[config.mk]
export PLATFORM = sky130hd
export DESIGN_NAME = blinky_sched
export DESIGN_NICKNAME = d
export VERILOG_FILES = /design/src/rtl/blinky_sched.sv
export SDC_FILE = /design/constraint.sdc
export NUM_CORES = 1
export LEC_CHECK = 0
export BUFFER_PORTS_ARGS = -buffer_cell sky130_fd_sc_hd__clkbuf_2
export CELL_PAD_IN_SITES_DETAIL_PLACEMENT = 2
export CELL_PAD_IN_SITES_GLOBAL_PLACEMENT = 2
export CORE_MARGIN = 2
export CORE_UTILIZATION = 36
export DETAILED_ROUTE_END_ITERATION = 12
export PLACE_DENSITY_LB_ADDON = 0.25
export SETUP_SLACK_MARGIN = 0.2
export SYNTH_ARGS = -nofsm -noshare
export SYNTH_HDL_FRONTEND = slang
export SYNTH_SLANG_ARGS = --single-unit
[constraint.sdc]
create_clock -name clk -period 4 [get_ports clk]
set_clock_uncertainty 0.1 [all_clocks]
set_input_delay 0 -clock clk [delete_from_list [all_inputs] [get_ports clk]]
set_output_delay 0 -clock clk [all_outputs]
set_load 0.02 [all_outputs]
[src/rtl/blinky_sched.sv]
// blinky_sched: arbitrates burst-of-N blink requests onto one LED, plays ON/OFF phases, then a gap.
// Build option: define BLINKY_SCHED_PRIO_EN for fixed lowest-index priority instead of round-robin.
module blinky_sched #(
    parameter int clk_freq_hz = 125_000_000,
    parameter int blink_hz    = 2,
    parameter int num_req     = 4,
    parameter int cnt_w       = 4
) (
    input  logic                     clk,
    input  logic                     rst,
    input  logic [num_req-1:0]       req,
    input  logic [num_req*cnt_w-1:0] req_cnt,
    output logic [num_req-1:0]       gnt,
    output logic [num_req-1:0]       done,
    output logic                     busy,
    output logic                     q
);
    localparam int phase_len = clk_freq_hz / (2 * blink_hz);
    localparam int tmr_w     = $clog2(2 * phase_len);
    localparam int idx_w     = $clog2(num_req);

    localparam logic [tmr_w-1:0] phase_last = tmr_w'(phase_len - 1);
    localparam logic [tmr_w-1:0] gap_last   = tmr_w'(2 * phase_len - 1);
    localparam logic [idx_w-1:0] ptr_init   = idx_w'(num_req - 1);

    if (phase_len < 2) begin : g_bad_phase
        $error("blinky_sched: phase length must be at least 2 clock cycles");
    end

    typedef enum logic [2:0] {
        S_IDLE,
        S_ON,
        S_OFF,
        S_GAP,
        S_DONE
    } state_t;

    state_t             state, state_nx;
    logic [tmr_w-1:0]   tmr, tmr_nx;
    logic [cnt_w-1:0]   rem, rem_nx;
    logic [idx_w-1:0]   win, win_nx;
    logic [idx_w-1:0]   ptr, ptr_nx;
    logic [num_req-1:0] gnt_nx, done_nx;
    logic               busy_nx, q_nx;
    logic               pick_vld;
    logic [idx_w-1:0]   pick;

    // Candidates are scanned farthest-first so the nearest pending one is assigned last and wins.
    always_comb begin
        pick_vld = 1'b0;
        pick     = '0;
`ifdef BLINKY_SCHED_PRIO_EN
        for (int i = num_req - 1; i >= 0; i--) begin
            if (req[i]) begin
                pick_vld = 1'b1;
                pick     = idx_w'(i);
            end
        end
`else
        for (int i = num_req; i >= 1; i--) begin
            if (req[(int'(ptr) + i) % num_req]) begin
                pick_vld = 1'b1;
                pick     = idx_w'((int'(ptr) + i) % num_req);
            end
        end
`endif
    end

    always_comb begin
        // NOTE: every signal gets its hold value first so no path through the case leaves one unassigned (no latches).
        state_nx = state;
        tmr_nx   = tmr;
        rem_nx   = rem;
        win_nx   = win;
        ptr_nx   = ptr;

        case (state)
            S_IDLE: begin
                if (pick_vld) begin
                    win_nx = pick;
                    rem_nx = req_cnt[int'(pick) * cnt_w +: cnt_w];
                    if (rem_nx != '0) begin
                        state_nx = S_ON;
                        tmr_nx   = phase_last;
                    end else begin
                        state_nx = S_GAP;
                        tmr_nx   = gap_last;
                    end
                end
            end
            S_ON, S_OFF, S_GAP: begin
                if (!req[win]) begin
                    // Abort: requester withdrew; no completion pulse, but it still counts as served.
                    state_nx = S_IDLE;
                    ptr_nx   = win;
                end else if (tmr != '0) begin
                    tmr_nx = tmr - tmr_w'(1);
                end else if (state == S_ON) begin
                    state_nx = S_OFF;
                    tmr_nx   = phase_last;
                end else if (state == S_OFF) begin
                    rem_nx = rem - cnt_w'(1);
                    if (rem_nx != '0) begin
                        state_nx = S_ON;
                        tmr_nx   = phase_last;
                    end else begin
                        state_nx = S_GAP;
                        tmr_nx   = gap_last;
                    end
                end else begin
                    state_nx = S_DONE;
                end
            end
            S_DONE: begin
                ptr_nx   = win;
                state_nx = S_IDLE;
            end
            default: state_nx = S_IDLE;
        endcase

        // Outputs are decoded from the next state and registered, so q/gnt/done never glitch.
        gnt_nx  = '0;
        done_nx = '0;
        if (state_nx == S_ON || state_nx == S_OFF || state_nx == S_GAP) begin
            gnt_nx = num_req'(1) << win_nx;
        end
        if (state_nx == S_DONE) begin
            done_nx = num_req'(1) << win_nx;
        end
        busy_nx = (state_nx != S_IDLE);
        q_nx    = (state_nx == S_ON);
    end

    // NOTE: state registers use non-blocking assignments so every flop samples pre-edge values.
    always_ff @(posedge clk or posedge rst) begin
        if (rst) begin
            state <= S_IDLE;
            tmr   <= '0;
            rem   <= '0;
            win   <= '0;
            ptr   <= ptr_init;
            gnt   <= '0;
            done  <= '0;
            busy  <= 1'b0;
            q     <= 1'b0;
        end else begin
            state <= state_nx;
            tmr   <= tmr_nx;
            rem   <= rem_nx;
            win   <= win_nx;
            ptr   <= ptr_nx;
            gnt   <= gnt_nx;
            done  <= done_nx;
            busy  <= busy_nx;
            q     <= q_nx;
        end
    end

endmodule
==> metrics.txt <==
result of the run finished clean; Slew Limit Fails 0; vias in the first global route ~2.8k; Sw Share 0.4645; number of diodes added for antenna fixing 0; Inserted Clock Buffers 5; share of total power in the clock network 0.146; most common cell after layout, fill and taps aside sky130_fd_sc_hd__dfrtp_1; number of search-and-repair iterations in the first detailed-routing pass 4; final net count roughly 370; post-route clock period utilization 0.8025; drc violations 0; Clock Tree Buf Depth 2; Layout area overhead 12.96%; async set-or-reset flop fraction in the synthesized netlist 1.000; CTS root buf sky130_fd_sc_hd__clkbuf_8; Leakage about 1.3 nW; Distinct cells, synth 58; nets in the synthesized netlist ~340; number of setup buffers added after CTS 0; internal power about 0.0012 W; starting utilization of the core area 0.3655; Port Buffer Count 31; fin util 0.4128; syn_area_per_cell 8.770 µm²; core area about 0.0076 mm²; gr ovfl total 0; vias per inst about 5.7; number of maximum-capacitance constraint violations 0; slowest cell delay on critical path a little under 600 ps; detailed router's first-iteration violation count 101; number of filler instances in the final layout 877; final hold violation count 0; summed instance area of the synthesized netlist 0.002780 mm²; insertion delay of the later-clocked pin in the worst-skew pair 300 ps; final critical delay including setup and external delays between 3000 and 4000 ps; Worst Setup Start Kind register; unrepaired setup endpoints after global routing no; maximum achievable frequency a little over 0.3 GHz; height of the chip around 92 µm; GRT Resource Usage Total 0.2112; Final Cell Area about 0.0031 mm²; share of the yosys chip area belonging to registers 0.4239; placed wire-length estimate ~6.4 mm; crit path DAT 3260 ps; pin count of the biggest net entering global routing 48; class of the most critical setup path register to register; switching power ~0.0010 W; wire length of the first global-routing pass roughly 14 mm; post-synthesis cell count about 320; clock slew at the register clock pins of the worst setup and hold paths about 90 ps; R2R Path End tmr[15]; data required time at the worst endpoint between 4000 and 5000 ps; WL/cell ~18 µm; largest fanout on the critical path 11; Worst Tran Pin Value between 1000 and 1500 ps; sequential cell fraction of total power 0.366; initial antenna violation count 0; list of cells traversed by the critical path or4_4 -> or4_4 -> nor4_2 -> buf_4 -> nand3_1 -> nand2_1 -> nor3_1 -> xnor2_1 -> nand2_1; element type at the critical path end register; FP Rows 32; Cells on Worst Hold Path 5; relative max-transition margin 0.3273; Routed Antenna Nets 0; synthesis-stage register bit count between 40 and 50; CTS Sinks 47; Hold WS approximately 140 ps; Primary FF master, synth sky130_fd_sc_hd__dfrtp_1; fraction of layout cells with a size suffix above 1 0.1834; register-to-register setup slack about 800 ps; routability-driven placement congestion ratio approximately 0.84; Comb power frac 0.488; pwr dens approximately 700 mW/mm²; vias after detailed routing about 2.6k; Post-synth EDFFs 0; TritonCTS clock tree done; most area-consuming cells after synthesis sky130_fd_sc_hd__dfrtp_1 41%, sky130_fd_sc_hd__o21ai_0 5.9%, sky130_fd_sc_hd__nand2_1 3.6%; R2R depth 9; Total Wirelength roughly 8.3 mm; die width roughly 92 µm; top cell type's share of synthesized area 0.4050; sum of negative setup slack 0 ps; Yosys Warn Count 0; final count of negative-setup-slack endpoints 0; Critical Path Slowest Stage Cell sky130_fd_sc_hd__or4_4; launching point of the worst reg2reg path tmr[10]; leading cell types in the layout, fill and taps excluded 45 x sky130_fd_sc_hd__dfrtp_1, 33 x sky130_fd_sc_hd__o21ai_0, 31 x sky130_fd_sc_hd__clkbuf_2, 27 x sky130_fd_sc_hd__nand2_1, 26 x sky130_fd_sc_hd__nor2_1; placed cell area 0.003027 mm²; number of ports placed on the die boundary 32; hold path startpoint req_cnt[10]; Die ar. between 0.008 and 0.009 mm²; worst hold path class input pin to register; CTS HTree Levels 2; highest ir drop seen on vdd 0.0002982 V; worst-case hold path end point rem[2]; count of instances resized after the clock tree is built 0; cell accounting for the most synthesized area sky130_fd_sc_hd__dfrtp_1
==> power groups by stage <==
stage / logic [W] / registers [W] / clock network [W]
6_report: 0.00107 / 0.000804 / 0.000321
4_1_cts: 0.00109 / 0.000805 / 0.000330
3_5_place_dp: 0.00107 / 0.000814 / 0
5_1_grt: 0.00121 / 0.000834 / 0.000346
2_1_floorplan: 0.000770 / 0.000778 / 0
3_3_place_gp: 0.00103 / 0.000802 / 0
==> final cells by class <==
cell class | instances | area [µm²] | area share
timing repair buffer | 36 | 195.2 | 0.06215
clock buffer | 7 | 96.34 | 0.03068
clock inverter | 1 | 7.507 | 0.002390
inverter | 19 | 71.32 | 0.02271
sequential | 47 | 1179 | 0.3753
tap | 102 | 127.6 | 0.04064
multi-input combinational | 239 | 1464 | 0.4661
==> worst max-delay path by stage <==
| stage | cells after the start | slack (ps) | end | from |
|---|---|---|---|---|
| after detailed placement | 9 | 850 | tmr[15] | tmr[10] |
| final | 9 | 790 | tmr[15] | tmr[10] |
| after CTS | 7 | 780 | tmr[20] | tmr[10] |
| after global routing | 8 | 590 | tmr[19] | tmr[17] |
| after floorplan | 8 | 990 | tmr[7] | tmr[10] |
| after global placement | 9 | 890 | tmr[15] | tmr[10] |
==> critical path: cells and delay by family, from the launching register on <==
family / cells / cell delay [ps]
xor+xnor: 1 / 150
flops: 1 / 420
buf+inv: 1 / 260
simple gates: 7 / 2120
==> metal layers <==
layer,part of all wire,vias up,track usage
li1,-,1223,-
met5,0,-,0
met1,0.46,1326,0.2674
met2,0.51,22,0.3750
met4,0.0099,0,0.05100
met3,0.021,8,0.03615
==> stage by stage <==
stage                     setup WS, ps  instances  power (W)
final                            790.2        451   0.002199
after global routing             585.0        451   0.002390
after CTS                        779.0        451   0.002220
after detailed placement         847.6        442   0.001889
after global placement           886.7        442   0.001832
after floorplan                  985.3        317   0.001548
==> cells by family (layout without fill, tap and decap cells) <==
family | Yosys count | count (layout) | share of synthesized area
AO/OA/AOI/OAI | 100 | 100 | 0.2304
XOR/XNOR | 6 | 6 | 0.01890
adder cells (fa/ha/maj) | 4 | 4 | 0.01800
buffers and inverters | 31 | 63 | 0.05400
flip-flops | 47 | 47 | 0.4239
multiplexers | 4 | 4 | 0.01980
AND/OR/NAND/NOR | 125 | 125 | 0.2349
==> flip-flops by register name, summed over array words and instances, names as in the netlist <==
| signal | count |
|---|---|
| rem | 4 |
| win | 2 |
| gnt | 4 |
| state | 3 |
| tmr | 26 |
| busy | 1 |
| q | 1 |
| ptr | 2 |
| done | 4 |
==> what timing repair did <==
action,4_1_cts,5_1_grt
hold buffers,1,0
setup endpoints to repair,0,0
endpoints found under the hold margin,45,0
==> cell usage after synthesis, drive strengths merged, types with 5 or more instances <==
master  count
dfrtp      45
o21ai      34
nand2      27
nor2       26
inv        19
a21oi      18
nor3       16
nor4       11
a211oi      9
and2        8
clkbuf      8
nand3       8
or3         7
o211ai      6
a21boi      5
or4         5
xnor2       5
(Power assumes the default switching activity.)
